$ cat src/rtl/zeroheti_pkg.sv
// Core-level constants shared by zeroheti blocks.
package zeroheti_pkg;
  localparam int unsigned ArbMaxTrans = 2;
endpackage

$ cat src/rtl/zeroheti_id_fifo.sv
// Show-ahead synchronous FIFO holding manager indices of outstanding transactions.
module zeroheti_id_fifo #(
  parameter int unsigned Depth = 2,
  parameter int unsigned Width = 2
) (
  input  logic             clk_i,
  input  logic             rst_ni,
  input  logic             push_i,
  input  logic             pop_i,
  input  logic [Width-1:0] data_i,
  output logic [Width-1:0] data_o,
  output logic             full_o,
  output logic             empty_o
);
  localparam int unsigned PtrW = (Depth > 1) ? $clog2(Depth) : 1;
  localparam int unsigned CntW = $clog2(Depth + 1);
  typedef logic [PtrW-1:0] ptr_t;

  logic [Depth-1:0][Width-1:0] mem_q, mem_d;
  ptr_t                        wr_ptr_q, wr_ptr_d, rd_ptr_q, rd_ptr_d;
  logic [CntW-1:0]             cnt_q, cnt_d;
  logic                        push_en, pop_en;

  function automatic ptr_t ptr_inc(ptr_t p);
    return (p == ptr_t'(Depth - 1)) ? '0 : p + ptr_t'(1);
  endfunction

  assign full_o  = (cnt_q == CntW'(Depth));
  assign empty_o = (cnt_q == '0);
  assign data_o  = mem_q[rd_ptr_q];
  assign push_en = push_i & ~full_o;
  assign pop_en  = pop_i & ~empty_o;

  always_comb begin
    mem_d    = mem_q;
    wr_ptr_d = wr_ptr_q;
    rd_ptr_d = rd_ptr_q;
    cnt_d    = cnt_q;
    if (push_en) begin
      mem_d[wr_ptr_q] = data_i;
      wr_ptr_d        = ptr_inc(wr_ptr_q);
    end
    if (pop_en) rd_ptr_d = ptr_inc(rd_ptr_q);
    unique case ({push_en, pop_en})
      2'b10:   cnt_d = cnt_q + CntW'(1);
      2'b01:   cnt_d = cnt_q - CntW'(1);
      default: cnt_d = cnt_q;
    endcase
  end

  always_ff @(posedge clk_i or negedge rst_ni) begin
    if (!rst_ni) begin
      mem_q    <= '0;
      wr_ptr_q <= '0;
      rd_ptr_q <= '0;
      cnt_q    <= '0;
    end else begin
      mem_q    <= mem_d;
      wr_ptr_q <= wr_ptr_d;
      rd_ptr_q <= rd_ptr_d;
      cnt_q    <= cnt_d;
    end
  end
endmodule

$ cat src/rtl/zeroheti_obi_arb.sv
// Round-robin N-to-1 OBI arbiter with request locking and in-order response routing.
module zeroheti_obi_arb
  import zeroheti_pkg::*;
#(
  parameter int unsigned NumMgr    = 3,
  parameter int unsigned AddrWidth = 32,
  parameter int unsigned DataWidth = 32,
  parameter int unsigned MaxTrans  = ArbMaxTrans
) (
  input  logic                               clk_i,
  input  logic                               rst_ni,
  input  logic [NumMgr-1:0]                  mgr_req_i,
  input  logic [NumMgr-1:0][AddrWidth-1:0]   mgr_addr_i,
  input  logic [NumMgr-1:0]                  mgr_we_i,
  input  logic [NumMgr-1:0][DataWidth/8-1:0] mgr_be_i,
  input  logic [NumMgr-1:0][DataWidth-1:0]   mgr_wdata_i,
  output logic [NumMgr-1:0]                  mgr_gnt_o,
  output logic [NumMgr-1:0]                  mgr_rvalid_o,
  output logic [DataWidth-1:0]               mgr_rdata_o,
  output logic                               mgr_err_o,
  output logic                               sbr_req_o,
  output logic [AddrWidth-1:0]               sbr_addr_o,
  output logic                               sbr_we_o,
  output logic [DataWidth/8-1:0]             sbr_be_o,
  output logic [DataWidth-1:0]               sbr_wdata_o,
  input  logic                               sbr_gnt_i,
  input  logic                               sbr_rvalid_i,
  input  logic [DataWidth-1:0]               sbr_rdata_i,
  input  logic                               sbr_err_i,
  output logic                               rsp_unexp_o
);
  localparam int unsigned IdxW = $clog2(NumMgr);
  typedef logic [IdxW-1:0] mgr_idx_t;
  typedef enum logic {IDLE, LOCKED} state_e;

  state_e   state_q, state_d;
  mgr_idx_t rr_q, rr_d, lock_q, lock_d;
  mgr_idx_t winner, sel, head;
  logic     any_req, fwd, push, pop, full, empty;

  function automatic mgr_idx_t idx_inc(mgr_idx_t i);
    return (i == mgr_idx_t'(NumMgr - 1)) ? '0 : i + mgr_idx_t'(1);
  endfunction

  // First requester at or after rr_q, wrapping around.
  always_comb begin
    int unsigned c;
    c       = 0;
    winner  = '0;
    any_req = 1'b0;
    for (int unsigned k = 0; k < NumMgr; k++) begin
      c = (32'(rr_q) + k) % NumMgr;
      if (!any_req && mgr_req_i[c]) begin
        any_req = 1'b1;
        winner  = mgr_idx_t'(c);
      end
    end
  end

  // Full comes from registered FIFO state, so rvalid never reaches sbr_req_o.
  always_comb begin
    state_d = state_q;
    rr_d    = rr_q;
    lock_d  = lock_q;
    push    = 1'b0;
    sel     = (state_q == LOCKED) ? lock_q : winner;
    fwd     = ~full & ((state_q == LOCKED) ? mgr_req_i[lock_q] : any_req);
    unique case (state_q)
      IDLE: begin
        if (fwd) begin
          if (sbr_gnt_i) begin
            push = 1'b1;
            rr_d = idx_inc(winner);
          end else begin
            lock_d  = winner;
            state_d = LOCKED;
          end
        end
      end
      LOCKED: begin
        // A manager withdrawing its request is abandoned without a push.
        if (!mgr_req_i[lock_q]) begin
          state_d = IDLE;
        end else if (fwd && sbr_gnt_i) begin
          push    = 1'b1;
          rr_d    = idx_inc(lock_q);
          state_d = IDLE;
        end
      end
      default: state_d = IDLE;
    endcase
  end

  always_comb begin
    sbr_req_o    = fwd;
    sbr_addr_o   = fwd ? mgr_addr_i[sel]  : '0;
    sbr_we_o     = fwd ? mgr_we_i[sel]    : 1'b0;
    sbr_be_o     = fwd ? mgr_be_i[sel]    : '0;
    sbr_wdata_o  = fwd ? mgr_wdata_i[sel] : '0;
    mgr_gnt_o    = '0;
    mgr_gnt_o[sel] = fwd & sbr_gnt_i;
    pop          = sbr_rvalid_i & ~empty;
    mgr_rvalid_o = '0;
    mgr_rvalid_o[head] = pop;
    rsp_unexp_o  = sbr_rvalid_i & empty;
  end

  assign mgr_rdata_o = sbr_rdata_i;
  assign mgr_err_o   = sbr_err_i;

  zeroheti_id_fifo #(
    .Depth (MaxTrans),
    .Width (IdxW)
  ) u_id_fifo (
    .clk_i   (clk_i),
    .rst_ni  (rst_ni),
    .push_i  (push),
    .pop_i   (pop),
    .data_i  (sel),
    .data_o  (head),
    .full_o  (full),
    .empty_o (empty)
  );

  always_ff @(posedge clk_i or negedge rst_ni) begin
    if (!rst_ni) begin
      state_q <= IDLE;
      rr_q    <= '0;
      lock_q  <= '0;
    end else begin
      state_q <= state_d;
      rr_q    <= rr_d;
      lock_q  <= lock_d;
    end
  end
endmodule

$ cat config.mk
export PLATFORM = sky130hd
export DESIGN_NAME = zeroheti_obi_arb
export DESIGN_NICKNAME = d
export VERILOG_FILES = /design/src/rtl/zeroheti_pkg.sv /design/src/rtl/zeroheti_id_fifo.sv /design/src/rtl/zeroheti_obi_arb.sv
export SDC_FILE = /design/constraint.sdc
export NUM_CORES = 1
export LEC_CHECK = 0
export ABC_CLOCK_PERIOD_IN_PS = 2930
export CAP_MARGIN = 5
export CORE_AREA = 8 8 134 136
export CTS_BUF_LIST = sky130_fd_sc_hd__clkbuf_4 sky130_fd_sc_hd__clkbuf_8 sky130_fd_sc_hd__clkbuf_16
export CTS_CLUSTER_DIAMETER = 60
export DETAILED_ROUTE_END_ITERATION = 12
export DIE_AREA = 0 0 142 144
export HOLD_SLACK_MARGIN = 0.1
export PLACE_DENSITY = 0.69
export SYNTH_ARGS = -nofsm -noshare
export SYNTH_HDL_FRONTEND = slang
export SYNTH_SLANG_ARGS = --single-unit
$ cat constraint.sdc
create_clock -name clk_i -period 2.93 [get_ports clk_i]
set_input_delay 0.586 -clock clk_i [delete_from_list [all_inputs] [get_ports clk_i]]
set_output_delay 0.586 -clock clk_i [all_outputs]
set_load 0.01 [all_outputs]
==> run_results.csv <==
group,metric,value,unit
sta,finalClockSkew,4.93,ps
sta,layout_setup_ws,-438,ps
clock_network,cts_hold_buffers,0,
power,seqPwrFrac,0.043,
critical_path,arrival,2780,ps
layout,fin_nets,884,
worst_hold_path,worstHoldStart,"u_id_fifo.wr_ptr_q$_DFFE_PN0N_",
place,portBuffers,290,
clock_network,cts_tree,"done",
floorplan,core_area,16100,um2
yosys,yosys.area.top_type_share,0.276,
drt,drc,0,
power,leakage,2.96,nW
place,placed_cells,805,
clock_network,h-tree-depth,1,
yosys,synth_seq_cells,13,
critical_path,cp-end-kind,"primary output",
drt,totalWireLength,17.7,mm
yosys,synth_cell_types,49,
floorplan,die_y,144,um
clock_network,cts_buffers,3,
layout,fin_cells,852,
global_route,antenna_found_initial,0,
clock_network,clk_path_buf_depth,2,
sta,maxSlewViolCount,0,
global_route,grt_pass1_wl,23.5,mm
yosys,syn_inst,303,
place,gp_congestion,0.821,
sta,post-route-period-util,1.15,
critical_path,worstPathCellList,"inv_2 -> ha_4 -> buf_6 -> a21boi_4 -> buf_6 -> nor3_2 -> o221a_2 -> nand4bb_4 -> buf_12 -> buf_4 -> o2bb2ai_1 -> buf_2",
worst_hold_path,worst_hold_path.endpoint,"u_id_fifo.wr_ptr_q$_DFFE_PN0N_",
critical_path,worstSetupPathType,"flop to primary output",
critical_path,reg2reg_depth,14,
worst_hold_path,holdPathStages,1,
critical_path,slowest_stage,"dfrtp_1",
global_route,grt_pass1_vias,4217,
layout,diodes,0,
critical_path,worstPathMaxFanout,7,
yosys,synth_area_leaders,"mux2i_1, o2bb2ai_1, dfrtp_1",
yosys,synth_area,2720,um2
power,power_frac_comb,0.927,
run_status,violations,"setup timing",
global_route,grt_overflow,0,
layout,fillers,1510,
critical_path,required,2340,ps
yosys,ys.flop_type,"dfrtp_1",
power,p_int,4.80,mW
drt,drtAntennaViolNets,0,
sta,worst_pin_slew,616,ps
power,clkPwrFrac,0.030,
floorplan,ios,357,
job,drv_cap,0,
critical_path,critical_path.max_stage_delay,380,ps
floorplan,start_util,0.169,
yosys,synth_fp_nets,554,
clock_network,clk_latency,240,ps
place,dp_hpwl,13.4,mm
critical_path,cp-start-kind,"flop",
sta,slew_headroom,0.588,
sta,finalSetupViolCount,72,
floorplan,die_w,142,um
yosys,synth_warnings,0,
global_route,grt_usage,0.145,
yosys,yosysTopAreaCell,"mux2i_1",
power,switching_share,0.449,
yosys,avgSynthCellArea,8.96,um2
sta,period_minus_slack,3370,ps
drt,drt_pass1_iterations,4,
clock_network,path_clk_slew,40,ps
clock_network,cts-root-buf,"clkbuf_16",
drt,drtIter0Drc,108,
critical_path,reg2reg_setup_slack,240,ps
sta,final_hold_viol_count,0,
layout,area_growth,152,%
floorplan,num_rows,47,
critical_path,r2r-start,"rr_q[0]$_DFFE_PN0P_",
yosys,ys_seq_area_frac,0.120,
critical_path,worstReg2RegEnd,"u_id_fifo.cnt_q[1]$_DFFE_PN0P_",
run_status,outcome,"finished with violations",
layout,drive_above_1_share,0.384,
yosys,synth-edff-count,0,
drt,avgViaCountPerCell,4.34,
drt,wl_per_cell,20.8,um
floorplan,die_area,20400,um2
clock_network,clock_sinks,13,
power,p_per_area,1270,nW/um2
power,ir_drop,642,uV
drt,num_vias,3701,
worst_hold_path,hold_path_class,"flop to flop",
critical_path,cp_common_cell,"buf_6",
place,preCtsSetupSlack,-1010,ps
power,p_switching,3.90,mW
sta,clock.fmax,297,MHz
yosys,async_flop_share,1.00,
sta,rsz0062_at_grt,"yes",
global_route,grt_max_degree,38,
-- Yosys cell counts, drive strengths merged, types with 2 or more instances --
cell type and instances:
a21oi 2, buf 55, clkbuf 7, dfrtp 13, ha 4, inv 13, mux2 2, mux2i 75
nand2 5, nor2 9, nor2b 3, nor3 5, nor3b 2, nor4 3, o21ai 5, o21bai 2
o221a 2, o2bb2ai 69, o41ai 2, or3b 2, xnor2 4
-- worst max-delay path: cells and delay by family, from the launching register on --
family / cells / cell delay (ps)
compound gates: 3 / 690
fa+ha+maj: 1 / 230
buf+inv: 6 / 870
flops: 1 / 380
simple gates: 2 / 360
-- cells in the final DEF, fill, tap and decap left out, types with 2 or more instances in the layout --
| cell | n |
|---|---|
| mux2_1 | 2 |
| mux2i_4 | 2 |
| nor2_1 | 9 |
| ha_4 | 2 |
| o2bb2ai_1 | 36 |
| nor3b_1 | 2 |
| mux2i_2 | 8 |
| buf_6 | 37 |
| o2bb2ai_4 | 5 |
| nor3_1 | 3 |
| nor4_2 | 2 |
| dfrtp_1 | 13 |
| or3b_4 | 2 |
| mux2i_1 | 65 |
| buf_2 | 63 |
| a21oi_1 | 2 |
| o21bai_1 | 2 |
| clkbuf_16 | 9 |
| o2bb2ai_2 | 28 |
| xnor2_1 | 4 |
| buf_4 | 49 |
| buf_12 | 10 |
| inv_2 | 3 |
| dlygate4sd2_1 | 3 |
| o21ai_0 | 3 |
| buf_16 | 2 |
| nand2_1 | 5 |
| clkdlybuf4s50_1 | 214 |
| inv_1 | 9 |
-- layout make-up --
cell class,instances,area (um2),area share
Multi-Input combinational cell,215,2380,0.348
Timing Repair Buffer,387,3730,0.545
Inverter,13,51.3,0.00750
Sequential cell,13,325,0.0476
Clock buffer,4,82.6,0.0121
Tap cell,220,275,0.0403
-- stage by stage --
stage          total power [mW]  hold slack, ps  TNS [ps]  utilization  instance area (um2)
2_1_floorplan              3.44             290         0            -                 2720
3_3_place_gp               6.86             480    -60980        0.372                 5970
3_5_place_dp               6.97             526    -64180        0.372                 5970
4_1_cts                    7.13             531    -37660        0.381                 6120
5_1_grt                    9.22             542    -33550        0.426                 6840
6_report                   8.70             519    -25250        0.426                 6840
-- sequential cells by signal (all words and copies together) (netlist names) --
| register | count |
|---|---|
| state_q | 1 |
| u_id_fifo.wr_ptr_q | 1 |
| u_id_fifo.cnt_q | 2 |
| u_id_fifo.mem_q | 4 |
| rr_q | 2 |
| u_id_fifo.rd_ptr_q | 1 |
| lock_q | 2 |
-- cells by family (layout without fill, tap and decap cells) --
family / count (synthesis) / in the layout / synth area share
mux: 77 / 77 / 0.285
simple gates: 36 / 36 / 0.0816
xor+xnor: 5 / 5 / 0.0161
fa+ha+maj: 4 / 4 / 0.0184
buf+inv: 75 / 404 / 0.183
compound gates: 93 / 93 / 0.296
flops: 13 / 13 / 0.120
-- how the worst max path moves through the flow --
stage,from,endpoint,slack [ps],cells past startpoint
4_1_cts,rr_q[0]$_DFFE_PN0P_,sbr_addr_o[26],-580,12
5_1_grt,rr_q[1]$_DFFE_PN0P_,sbr_wdata_o[4],-530,13
3_3_place_gp,mgr_req_i[1],sbr_wdata_o[13],-950,10
2_1_floorplan,rr_q[0]$_DFFE_PN0P_,sbr_addr_o[10],90,10
6_report,rr_q[0]$_DFFE_PN0P_,sbr_addr_o[10],-440,12
3_5_place_dp,mgr_req_i[1],sbr_wdata_o[13],-1010,10
-- layer usage --
metal,share of wire,GRT usage,vias to the layer above
met5,0,0,-
met4,0.013,0.0266,0
met3,0.057,0.0406,20
met2,0.55,0.274,128
met1,0.38,0.159,1759
li1,-,-,1794
-- timing repair --
item / 4_1_cts / 5_1_grt
setup buffers: 13 / 24
endpoints found under the setup margin: 73 / 74
pin swaps: 8 / 30
hold endpoints to repair: 0 / 0
cloned: 3 / 8
resized for setup: 258 / 161
-- power groups by stage --
stage	combinational, mW	sequential [mW]	clock, mW
6_report	8.07	0.371	0.263
4_1_cts	6.50	0.363	0.266
5_1_grt	8.57	0.385	0.272
3_5_place_dp	6.61	0.365	0
3_3_place_gp	6.50	0.356	0
2_1_floorplan	3.12	0.323	0
(Power assumes the default switching activity.)
